## config.mk

```make
export PLATFORM = sky130hd
export DESIGN_NAME = uart_rx_ctrl
export DESIGN_NICKNAME = d
export VERILOG_FILES = /design/src/rtl/uart_rx_ctrl_pkg.sv /design/src/rtl/uart_rx_sampler.sv /design/src/rtl/uart_rx_ctrl.sv
export SDC_FILE = /design/constraint.sdc
export NUM_CORES = 1
export LEC_CHECK = 0
export BUFFER_PORTS_ARGS = -buffer_cell sky130_fd_sc_hd__buf_4
export CORE_AREA = 4 4 88 90
export CTS_BUF_LIST = sky130_fd_sc_hd__clkbuf_4 sky130_fd_sc_hd__clkbuf_8
export DETAILED_ROUTE_END_ITERATION = 8
export DIE_AREA = 0 0 92 94
export PLACE_DENSITY = 0.62
export SLEW_MARGIN = 0
export SYNTH_ARGS = -nofsm -noshare
export SYNTH_HDL_FRONTEND = slang
export SYNTH_SLANG_ARGS = --single-unit
export TNS_END_PERCENT = 100
```

## constraint.sdc

```tcl
create_clock -name CLK -period 3 [get_ports CLK]
set_input_delay 0.15 -clock CLK [delete_from_list [all_inputs] [get_ports CLK]]
set_output_delay 0.15 -clock CLK [all_outputs]
set_load 0.05 [all_outputs]
```

## src/rtl/uart_rx_ctrl_pkg.sv

```systemverilog
// Shared types and constants for the oversampling UART receiver.
package uart_rx_ctrl_pkg;

  typedef enum logic [2:0] {
    ST_IDLE   = 3'd0,
    ST_START  = 3'd1,
    ST_DATA   = 3'd2,
    ST_PARITY = 3'd3,
    ST_STOP   = 3'd4,
    ST_BREAK  = 3'd5
  } rx_state_e;

  localparam int unsigned PRESC_8  = 8;
  localparam int unsigned PRESC_16 = 16;
  localparam int unsigned PRESC_32 = 32;

  localparam logic PAR_EVEN = 1'b0;
  localparam logic PAR_ODD  = 1'b1;

  function automatic logic maj3(input logic a, input logic b, input logic c);
    return (a & b) | (a & c) | (b & c);
  endfunction

endpackage

```

## src/rtl/uart_rx_sampler.sv

```systemverilog
// Per-bit oversampling counter, 3-sample majority vote and bit-boundary strobe.
module uart_rx_sampler
  import uart_rx_ctrl_pkg::*;
#(
  parameter int unsigned PRESC_W = 6
) (
  input  logic               clk_i,
  input  logic               rst_ni,
  input  logic               run_i,
  input  logic               clr_i,
  input  logic               rx_i,
  input  logic [PRESC_W-1:0] prescale_i,
  output logic               bit_o,
  output logic               bit_bnd_c_o
);

  logic [PRESC_W-1:0] edge_cnt_q, edge_cnt_d;
  logic [PRESC_W-1:0] half;
  logic               smp0_q, smp0_d;
  logic               smp1_q, smp1_d;
  logic               bit_q, bit_d;
  logic               smp_rdy_c;

  // Vote uses the two earlier samples plus the live line at the third point.
  always_comb begin
    half        = prescale_i >> 1;
    smp_rdy_c   = (edge_cnt_q == half + PRESC_W'(1));
    bit_bnd_c_o = (edge_cnt_q == prescale_i - PRESC_W'(1));
    edge_cnt_d  = edge_cnt_q + PRESC_W'(1);
    if (!run_i || clr_i || bit_bnd_c_o) begin
      edge_cnt_d = '0;
    end
    smp0_d = (edge_cnt_q == half - PRESC_W'(1)) ? rx_i : smp0_q;
    smp1_d = (edge_cnt_q == half) ? rx_i : smp1_q;
    bit_d  = smp_rdy_c ? maj3(smp0_q, smp1_q, rx_i) : bit_q;
  end

  always_ff @(posedge clk_i) begin
    if (!rst_ni) begin
      edge_cnt_q <= '0;
      smp0_q     <= 1'b0;
      smp1_q     <= 1'b0;
      bit_q      <= 1'b0;
    end else begin
      edge_cnt_q <= edge_cnt_d;
      smp0_q     <= smp0_d;
      smp1_q     <= smp1_d;
      bit_q      <= bit_d;
    end
  end

  assign bit_o = bit_q;

endmodule

```

## src/rtl/uart_rx_ctrl.sv

```systemverilog
// UART receiver: frame FSM, bit counter, shift/parity datapath and status pulses.
module uart_rx_ctrl
  import uart_rx_ctrl_pkg::*;
#(
  parameter int unsigned DATA_WIDTH = 8,
  parameter int unsigned PRESC_W    = 6
) (
  input  logic                  CLK,
  input  logic                  RST,
  input  logic                  RX_IN,
  input  logic [PRESC_W-1:0]    Prescale,
  input  logic                  PAR_EN,
  input  logic                  PAR_TYP,
  input  logic                  STOP2,
  output logic [DATA_WIDTH-1:0] P_DATA,
  output logic                  data_valid,
  output logic                  par_err,
  output logic                  stp_err,
  output logic                  brk_det,
  output logic                  busy
);

  localparam int unsigned          BIT_CNT_W = 4;
  localparam logic [BIT_CNT_W-1:0] LAST_DATA = BIT_CNT_W'(DATA_WIDTH - 1);

  rx_state_e             state_q, state_d;
  logic [BIT_CNT_W-1:0]  bit_cnt_q, bit_cnt_d;
  logic [DATA_WIDTH-1:0] shift_q, shift_d;
  logic [DATA_WIDTH-1:0] p_data_q, p_data_d;
  logic                  par_acc_q, par_acc_d;
  logic                  par_bad_q, par_bad_d;
  logic                  stp_bad_q, stp_bad_d;
  logic                  zero_q, zero_d;
  logic [PRESC_W-1:0]    presc_q, presc_d;
  logic                  par_en_q, par_en_d;
  logic                  par_typ_q, par_typ_d;
  logic                  stop2_q, stop2_d;
  logic                  valid_q, valid_d;
  logic                  perr_q, perr_d;
  logic                  serr_q, serr_d;
  logic                  brk_q, brk_d;
  logic                  busy_q;
  logic                  smp_bit;
  logic                  bit_bnd_c;
  logic                  run_c, clr_c;
  logic                  last_stop_c, zero_now_c, stp_fault_c;

  // In BREAK the edge counter doubles as the count of consecutive high cycles.
  assign run_c = (state_q != ST_IDLE);
  assign clr_c = (state_q == ST_BREAK) && !RX_IN;

  uart_rx_sampler #(
    .PRESC_W (PRESC_W)
  ) u_sampler (
    .clk_i       (CLK),
    .rst_ni      (RST),
    .run_i       (run_c),
    .clr_i       (clr_c),
    .rx_i        (RX_IN),
    .prescale_i  (presc_q),
    .bit_o       (smp_bit),
    .bit_bnd_c_o (bit_bnd_c)
  );

  always_comb begin
    state_d     = state_q;
    bit_cnt_d   = bit_cnt_q;
    shift_d     = shift_q;
    p_data_d    = p_data_q;
    par_acc_d   = par_acc_q;
    par_bad_d   = par_bad_q;
    stp_bad_d   = stp_bad_q;
    zero_d      = zero_q;
    presc_d     = presc_q;
    par_en_d    = par_en_q;
    par_typ_d   = par_typ_q;
    stop2_d     = stop2_q;
    valid_d     = 1'b0;
    perr_d      = 1'b0;
    serr_d      = 1'b0;
    brk_d       = 1'b0;
    last_stop_c = stop2_q ? (bit_cnt_q == BIT_CNT_W'(1)) : 1'b1;
    zero_now_c  = zero_q & ((bit_cnt_q != '0) | ~smp_bit);
    stp_fault_c = stp_bad_q | ~smp_bit;

    unique case (state_q)
      ST_IDLE: begin
        if (!RX_IN) begin
          state_d   = ST_START;
          bit_cnt_d = '0;
          par_acc_d = 1'b0;
          par_bad_d = 1'b0;
          stp_bad_d = 1'b0;
          zero_d    = 1'b1;
          presc_d   = Prescale;
          par_en_d  = PAR_EN;
          par_typ_d = PAR_TYP;
          stop2_d   = STOP2;
        end
      end
      ST_START: begin
        if (bit_bnd_c) begin
          state_d   = smp_bit ? ST_IDLE : ST_DATA;
          bit_cnt_d = '0;
        end
      end
      ST_DATA: begin
        if (bit_bnd_c) begin
          shift_d   = {smp_bit, shift_q[DATA_WIDTH-1:1]};
          par_acc_d = par_acc_q ^ smp_bit;
          zero_d    = zero_q & ~smp_bit;
          bit_cnt_d = bit_cnt_q + BIT_CNT_W'(1);
          if (bit_cnt_q == LAST_DATA) begin
            bit_cnt_d = '0;
            state_d   = par_en_q ? ST_PARITY : ST_STOP;
          end
        end
      end
      ST_PARITY: begin
        if (bit_bnd_c) begin
          par_bad_d = (par_acc_q ^ (par_typ_q == PAR_ODD)) ^ smp_bit;
          zero_d    = zero_q & ~smp_bit;
          state_d   = ST_STOP;
        end
      end
      ST_STOP: begin
        if (bit_bnd_c) begin
          zero_d    = zero_now_c;
          stp_bad_d = stp_fault_c;
          bit_cnt_d = bit_cnt_q + BIT_CNT_W'(1);
          if (last_stop_c) begin
            bit_cnt_d = '0;
            if (zero_now_c) begin
              brk_d   = 1'b1;
              state_d = ST_BREAK;
            end else begin
              perr_d  = par_bad_q;
              serr_d  = stp_fault_c;
              state_d = ST_IDLE;
              if (!par_bad_q && !stp_fault_c) begin
                valid_d  = 1'b1;
                p_data_d = shift_q;
              end
            end
          end
        end
      end
      ST_BREAK: begin
        if (bit_bnd_c && RX_IN) begin
          state_d = ST_IDLE;
        end
      end
      default: begin
        state_d = ST_IDLE;
      end
    endcase
  end

  always_ff @(posedge CLK) begin
    if (!RST) begin
      state_q   <= ST_IDLE;
      bit_cnt_q <= '0;
      shift_q   <= '0;
      p_data_q  <= '0;
      par_acc_q <= 1'b0;
      par_bad_q <= 1'b0;
      stp_bad_q <= 1'b0;
      zero_q    <= 1'b0;
      presc_q   <= '0;
      par_en_q  <= 1'b0;
      par_typ_q <= 1'b0;
      stop2_q   <= 1'b0;
      valid_q   <= 1'b0;
      perr_q    <= 1'b0;
      serr_q    <= 1'b0;
      brk_q     <= 1'b0;
      busy_q    <= 1'b0;
    end else begin
      state_q   <= state_d;
      bit_cnt_q <= bit_cnt_d;
      shift_q   <= shift_d;
      p_data_q  <= p_data_d;
      par_acc_q <= par_acc_d;
      par_bad_q <= par_bad_d;
      stp_bad_q <= stp_bad_d;
      zero_q    <= zero_d;
      presc_q   <= presc_d;
      par_en_q  <= par_en_d;
      par_typ_q <= par_typ_d;
      stop2_q   <= stop2_d;
      valid_q   <= valid_d;
      perr_q    <= perr_d;
      serr_q    <= serr_d;
      brk_q     <= brk_d;
      busy_q    <= (state_d != ST_IDLE);
    end
  end

  assign P_DATA     = p_data_q;
  assign data_valid = valid_q;
  assign par_err    = perr_q;
  assign stp_err    = serr_q;
  assign brk_det    = brk_q;
  assign busy       = busy_q;

endmodule
```

==> results of run 1 <==
## cell usage after synthesis (all sizes together) (3+ instances only)
cell type  instances  share of area [%]
nand4              3               0.70
and3               7                1.6
and2               7                1.6
nand2             54                7.5
nand3             12                2.2
nand2b             6                1.4
nor2              32                4.6
a31oi              5                1.2
xor2              12                3.9
o211ai             5                1.6
clkbuf            14                2.0
o31ai              3               0.84
mux2i             13                4.8
nor3               3               0.56
dfxtp             50                 37
o21ai              3               0.56
inv               11                1.5
a21oi             27                5.0
ha                 8                3.7
buf                9                1.9
xnor2             10                3.3
## registers in the layout, summed over array words and instances, names as in the netlist, 3 cells and up
register	cells
P_DATA	8
shift_q	8
presc_q	6
u_sampler.edge_cnt_q	6
bit_cnt_q	4
state_q	3
## logic make-up (layout without fill, tap and decap cells)
| group | after synthesis | in the layout | synth area share, % |
|---|---|---|---|
| and+or+nand+nor | 140 | 140 | 25.0 |
| adders and majority gates | 9 | 9 | 4.09 |
| DFF | 50 | 50 | 37.2 |
| xor gates and xnor gates | 22 | 22 | 7.15 |
| AOI/OAI and AO/OA | 64 | 64 | 16.3 |
| buffers and inverters | 34 | 50 | 5.43 |
| muxes | 13 | 13 | 4.83 |
## metal layers
layer	global-route usage (%)	share of wire (%)	up-vias
met5	0	0	-
li1	-	-	1176
met3	2.72	4.5	10
met4	4.46	1.4	0
met2	24.4	47	38
met1	19.5	47	1100
## power breakdown
| group | internal (µW) | total (µW) | switching [µW] |
|---|---|---|---|
| Sequential | 676 | 694 | 17.5 |
| Clock | 190 | 416 | 226 |
| Combinational | 65.0 | 159 | 93.6 |
| Total | 931 | 1270 | 337 |
## cell type report
| cell class | count | area share (%) |
|---|---|---|
| multi-input cells | 248 | 50.9 |
| flip-flops and latches | 50 | 32.8 |
| repair buffers | 31 | 7.63 |
| well taps | 99 | 4.06 |
| clock buffers | 6 | 2.71 |
| inverters | 11 | 1.35 |
| clock inverters | 2 | 0.533 |
## worst min-delay path, stage by stage
cell	delay, ns
buf_4	0.11
nand2_1	0.04
a21oi_1	0.05
## per-stage QoR
step                hold WS, ns  total power [µW]  util (%)  instance area [µm²]
floorplan                 0.286               825         -                 2690
global placement          0.400               866      41.8                 2950
detailed placement        0.403               868      41.8                 2950
CTS                      0.0767              1280      43.2                 3050
global route             0.0704              1330      43.2                 3050
finish                   0.0832              1270      43.2                 3050
## worst paths after layout
check | endpoint | slack, ns | depth (start not counted) | start
worst max-delay path | P_DATA[5]$_SDFFE_PN0P_ | 0.38 | 8 | presc_q[2]$_SDFFE_PN0P_
worst min-delay path | presc_q[5]$_SDFFE_PN0P_ | 0.08 | 3 | Prescale[5]
worst max register to register | P_DATA[5]$_SDFFE_PN0P_ | 0.38 | 8 | presc_q[2]$_SDFFE_PN0P_
worst min register to register | shift_q[0]$_SDFFE_PN0P_ | 0.47 | 2 | shift_q[0]$_SDFFE_PN0P_
==> results.ini, run 1 <==
[status]
status=finished, final reports clean

[layout]
final_cell_mix=54 x nand2_1, 50 x dfxtp_1, 31 x nor2_1, 31 x buf_4, 27 x a21oi_1
multiInputGateArea_um2=1550
num-nets-final=367
fill_cells=721
layout-drive-gt1-share_pct=13.8
insertedDiodeCount=0
area_growth_pct=13.2
final_cell_count_no_fill=447
layout_commonest_cell=nand2_1
regArea_um2=1000

[grt]
grt_pass1_vias=2206
grt_first_pass_wirelength_mm=10.4
grt.total_usage_pct=14.7
antenna_found_initial=0
grt_start_max_net_pins=28
overflow=0

[drt]
drt_iter0_drc=193
num_vias=2324
ant_nets=0
wl_per_cell_um=13.6
wl_mm=6.08
drc=0
vias_per_cell=5.20
dr.pass1.iters=4

[yosys]
syn_area_per_cell_um2=8.11
synth_fp_nets=352
syn_inst=332
ys_types=52
syn_area_um2=2690
synthFlopType=dfxtp_1
synth_warnings=0
async_flop_share_pct=0
synth-seq-area-share_pct=37.2
synth_seq_cells=50
synth_edf_count=0

[worst_setup_path]
crit_fanout=9
path_cells=inv_1 -> ha_1 -> a21boi_2 -> xnor2_1 -> o211ai_2 -> or4_1 -> mux2i_1 -> nor2_1
critical_path_required_ns=3.19
cp.arrival_ns=2.81
end_kind=register
critPathSlowestCell=or4_1
critPathMaxStageDelay_ns=0.79
crit_path_start_kind=register
crit_buf_inv=1
cpLargestDelayFamily=simple AND/OR/NAND/NOR gates
crit_type=register to register

[placed_design]
gp_congestion=0.898
place_ws_ns=0.393
hpwlAfterDp_mm=4.57
dp_cells=439
port_buffers=24

[power_and_ir_drop]
leakage_uw=0.00125
power.density_nw_per_um2=416
max-vdd-ir-drop_mv=0.249

[die]
core_um2=7060
die_y_um=94
die_w_um=92
fp.dieArea_um2=8650
ios=25
start_util_pct=38.2
rows=31

[timing]
post-route-period-util_pct=87.4
max_freq_ghz=0.381
tightest_slew_ns=0.948
timing.final.ws_setup_ns=0.379
rsz0062_at_grt=false
final.setup.tns_ns=0
finalHoldViolCount=0
min_period_ns=2.62
fin_skew_ns=0.00392
drv_slew=0
relSlewSlack_pct=36.3
setup_viol=0

[job]
drv_cap=0

[clock_network]
cts_resized=0
cts_tree=built
clock-sinks=50
cts_buffers=5
post_cts_buffers=0
clockBufferDepth=2
cts.reportedPaths.clkPinSlew_ns=0.09
htree_levels=2
root_buffer=clkbuf_8
hold_buffers=0
clock_latency_ns=0.30

[worst_hold_path]
hp-class=input pin to register

No activity file was read; power rests on OpenSTA's default activity.
==> inputs of run 2 (changes only) <==
- CORE_AREA: 4 4 88 90 -> 4 4 74 76
- DIE_AREA: 0 0 92 94 -> 0 0 78 80
- PLACE_DENSITY: 0.62 -> 0.82
==> run 2 against run 1 <==
Net effect: final cell count is 7.2% lower; die area down 28%; sequential share of layout area up 0.48 points; clock skew increased by 0.0079 ns; clock power increased by 1%; clock-buffer cell count down 1; maximum frequency shrank 1.5%; non-clock buffer count unchanged; utilization grew 20 points; register-to-register slack lost 0.04 ns; design area shrank 1.4%; global-route usage increased by 4.9 points; largest cell class unchanged; largest power group unchanged; highest routed layer unchanged.
==> results.ini, run 2 (synthesized netlist as in run 1, its figures left out) <==
[timing]
final.setup.tns_ns=0  ; unchanged
fin_skew_ns=0.0118  ; +0.00790 ns
relSlewSlack_pct=64.4  ; +28 points
rsz0062_at_grt=false
setup_viol=0  ; unchanged
min_period_ns=2.66  ; +0.0403 ns
max_freq_ghz=0.376  ; -1.5%
post-route-period-util_pct=88.7  ; +1.3 points
finalHoldViolCount=0  ; unchanged
drv_slew=0  ; unchanged
tightest_slew_ns=0.533  ; -0.414 ns

[layout]
layout-drive-gt1-share_pct=13.8  ; unchanged
final_cell_mix=54 x nand2_1, 50 x dfxtp_1, 31 x nor2_1, 31 x buf_4, 27 x a21oi_1
num-nets-final=367  ; unchanged
insertedDiodeCount=0  ; unchanged
postLayoutCoreUtil_pct=63.7  ; +20 points
fill_cells=409  ; -43%
area_growth_pct=11.6
stdcell_area_um2=3010  ; -1.4%
layout_commonest_cell=nand2_1

[grt]
grt_pass1_vias=2221  ; +0.68%
grt.total_usage_pct=19.6  ; +4.9 points
grt_first_pass_wirelength_mm=9.94  ; -4.6%
overflow=0  ; unchanged
grt_start_max_net_pins=27  ; -3.6%
antenna_found_initial=0  ; unchanged

[die]
fp.dieArea_um2=6240  ; -28%
start_util_pct=57.0  ; +19 points
die_y_um=80  ; -15%
core_um2=4720  ; -33%
ios=25  ; unchanged
die_w_um=78  ; -15%
rows=25  ; -19%

[worst_hold_path]
worstHoldStart=Prescale[0]
hp-class=input pin to register

[clock_network]
clockBufferDepth=2  ; unchanged
clock_latency_ns=0.31  ; about the same
cts_tree=built
root_buffer=clkbuf_8
cts_buffers=5  ; unchanged
cts_resized=0  ; unchanged
htree_levels=2  ; unchanged
post_cts_buffers=0  ; unchanged
hold_buffers=0  ; unchanged
cts.reportedPaths.clkPinSlew_ns=0.11  ; +0.02 ns
clock-sinks=50  ; unchanged

[worst_setup_path]
crit_fanout=9  ; unchanged
path_cells=inv_1 -> ha_1 -> a21boi_2 -> xnor2_1 -> o211ai_2 -> or4_1 -> mux2i_1 -> nor2_1
crit_type=register to register
crit_buf_inv=1  ; unchanged
startpoint=presc_q[2]$_SDFFE_PN0P_
crit_path_start_kind=register
critical_path_required_ns=3.20  ; about the same
timing.rr.start=presc_q[2]$_SDFFE_PN0P_
critPathMaxStageDelay_ns=0.80  ; about the same
end_kind=register
cpLargestDelayFamily=simple AND/OR/NAND/NOR gates
cp.arrival_ns=2.87  ; +0.06 ns
critPathSlowestCell=or4_1

[power_and_ir_drop]
max-vdd-ir-drop_mv=0.247  ; -0.64%
power.density_nw_per_um2=424  ; +1.8%
leakage_uw=0.00125  ; about the same

[drt]
dr.pass1.iters=4  ; unchanged
drt_iter0_drc=161  ; -17%
drc=0  ; unchanged
ant_nets=0  ; unchanged
num_vias=2350  ; +1.1%
wl_per_cell_um=14.2  ; +4.1%
vias_per_cell=5.66  ; +8.9%
wl_mm=5.88  ; -3.3%

[status]
status=finished, final reports clean

[placed_design]
hpwlAfterDp_mm=4.27  ; -6.4%
port_buffers=24  ; unchanged
gp_congestion=0.902  ; +0.45%
place_area_um2=2910  ; -1.4%

[job]
drv_cap=0  ; unchanged

==> run 2: cell type report <==
| cell class | instances | area, µm² | share of cell area [%] |
|---|---|---|---|
| multi-input combinational | 248 | 1550 | 51.6 |
| clock buffer | 5 | 68.8 | 2.29 |
| inverter | 11 | 41.3 | 1.37 |
| tap | 67 | 83.8 | 2.79 |
| clock inverter | 3 | 26.3 | 0.874 |
| timing repair buffer | 31 | 233 | 7.74 |
| sequential | 50 | 1000 | 33.3 |
==> run 2: where the power goes <==
group	switching (µW)	total [µW]	internal (µW)
clock	249	421	172
combinational	90.3	156	65.2
sequential	20.1	697	677
total	360	1270	914
==> run 2: metrics by stage <==
step                setup WS, ns  hold WS [ns]  power [µW]  cells
finish                     0.338        0.0789        1270    415
global route               0.161        0.0733        1330    415
CTS                        0.344        0.0722        1280    415
detailed placement         0.357         0.410         865    407
global placement           0.476         0.399         863    407
floorplan                  0.575         0.286         825    332
==> run 2: worst min-delay path, stage by stage <==
cell	delay, ns
buf_4	0.11
nand2_1	0.05
a21oi_1	0.05
==> run 2: metal layers <==
metal	GRT usage, %	vias to the layer above	part of all wire [%]
met5	0	-	0
met2	32.3	77	47
li1	-	1174	-
met3	3.95	12	5.3
met4	9.97	0	2.3
met1	24.3	1087	45
==> run 2: path summary, 6_finish.rpt <==
kind	endpoint	slack (ns)	cells after the start
max	P_DATA[3]$_SDFFE_PN0P_	0.34	8
min	presc_q[0]$_SDFFE_PN0P_	0.08	3
max reg2reg	P_DATA[3]$_SDFFE_PN0P_	0.34	8
min reg2reg	shift_q[0]$_SDFFE_PN0P_	0.46	2
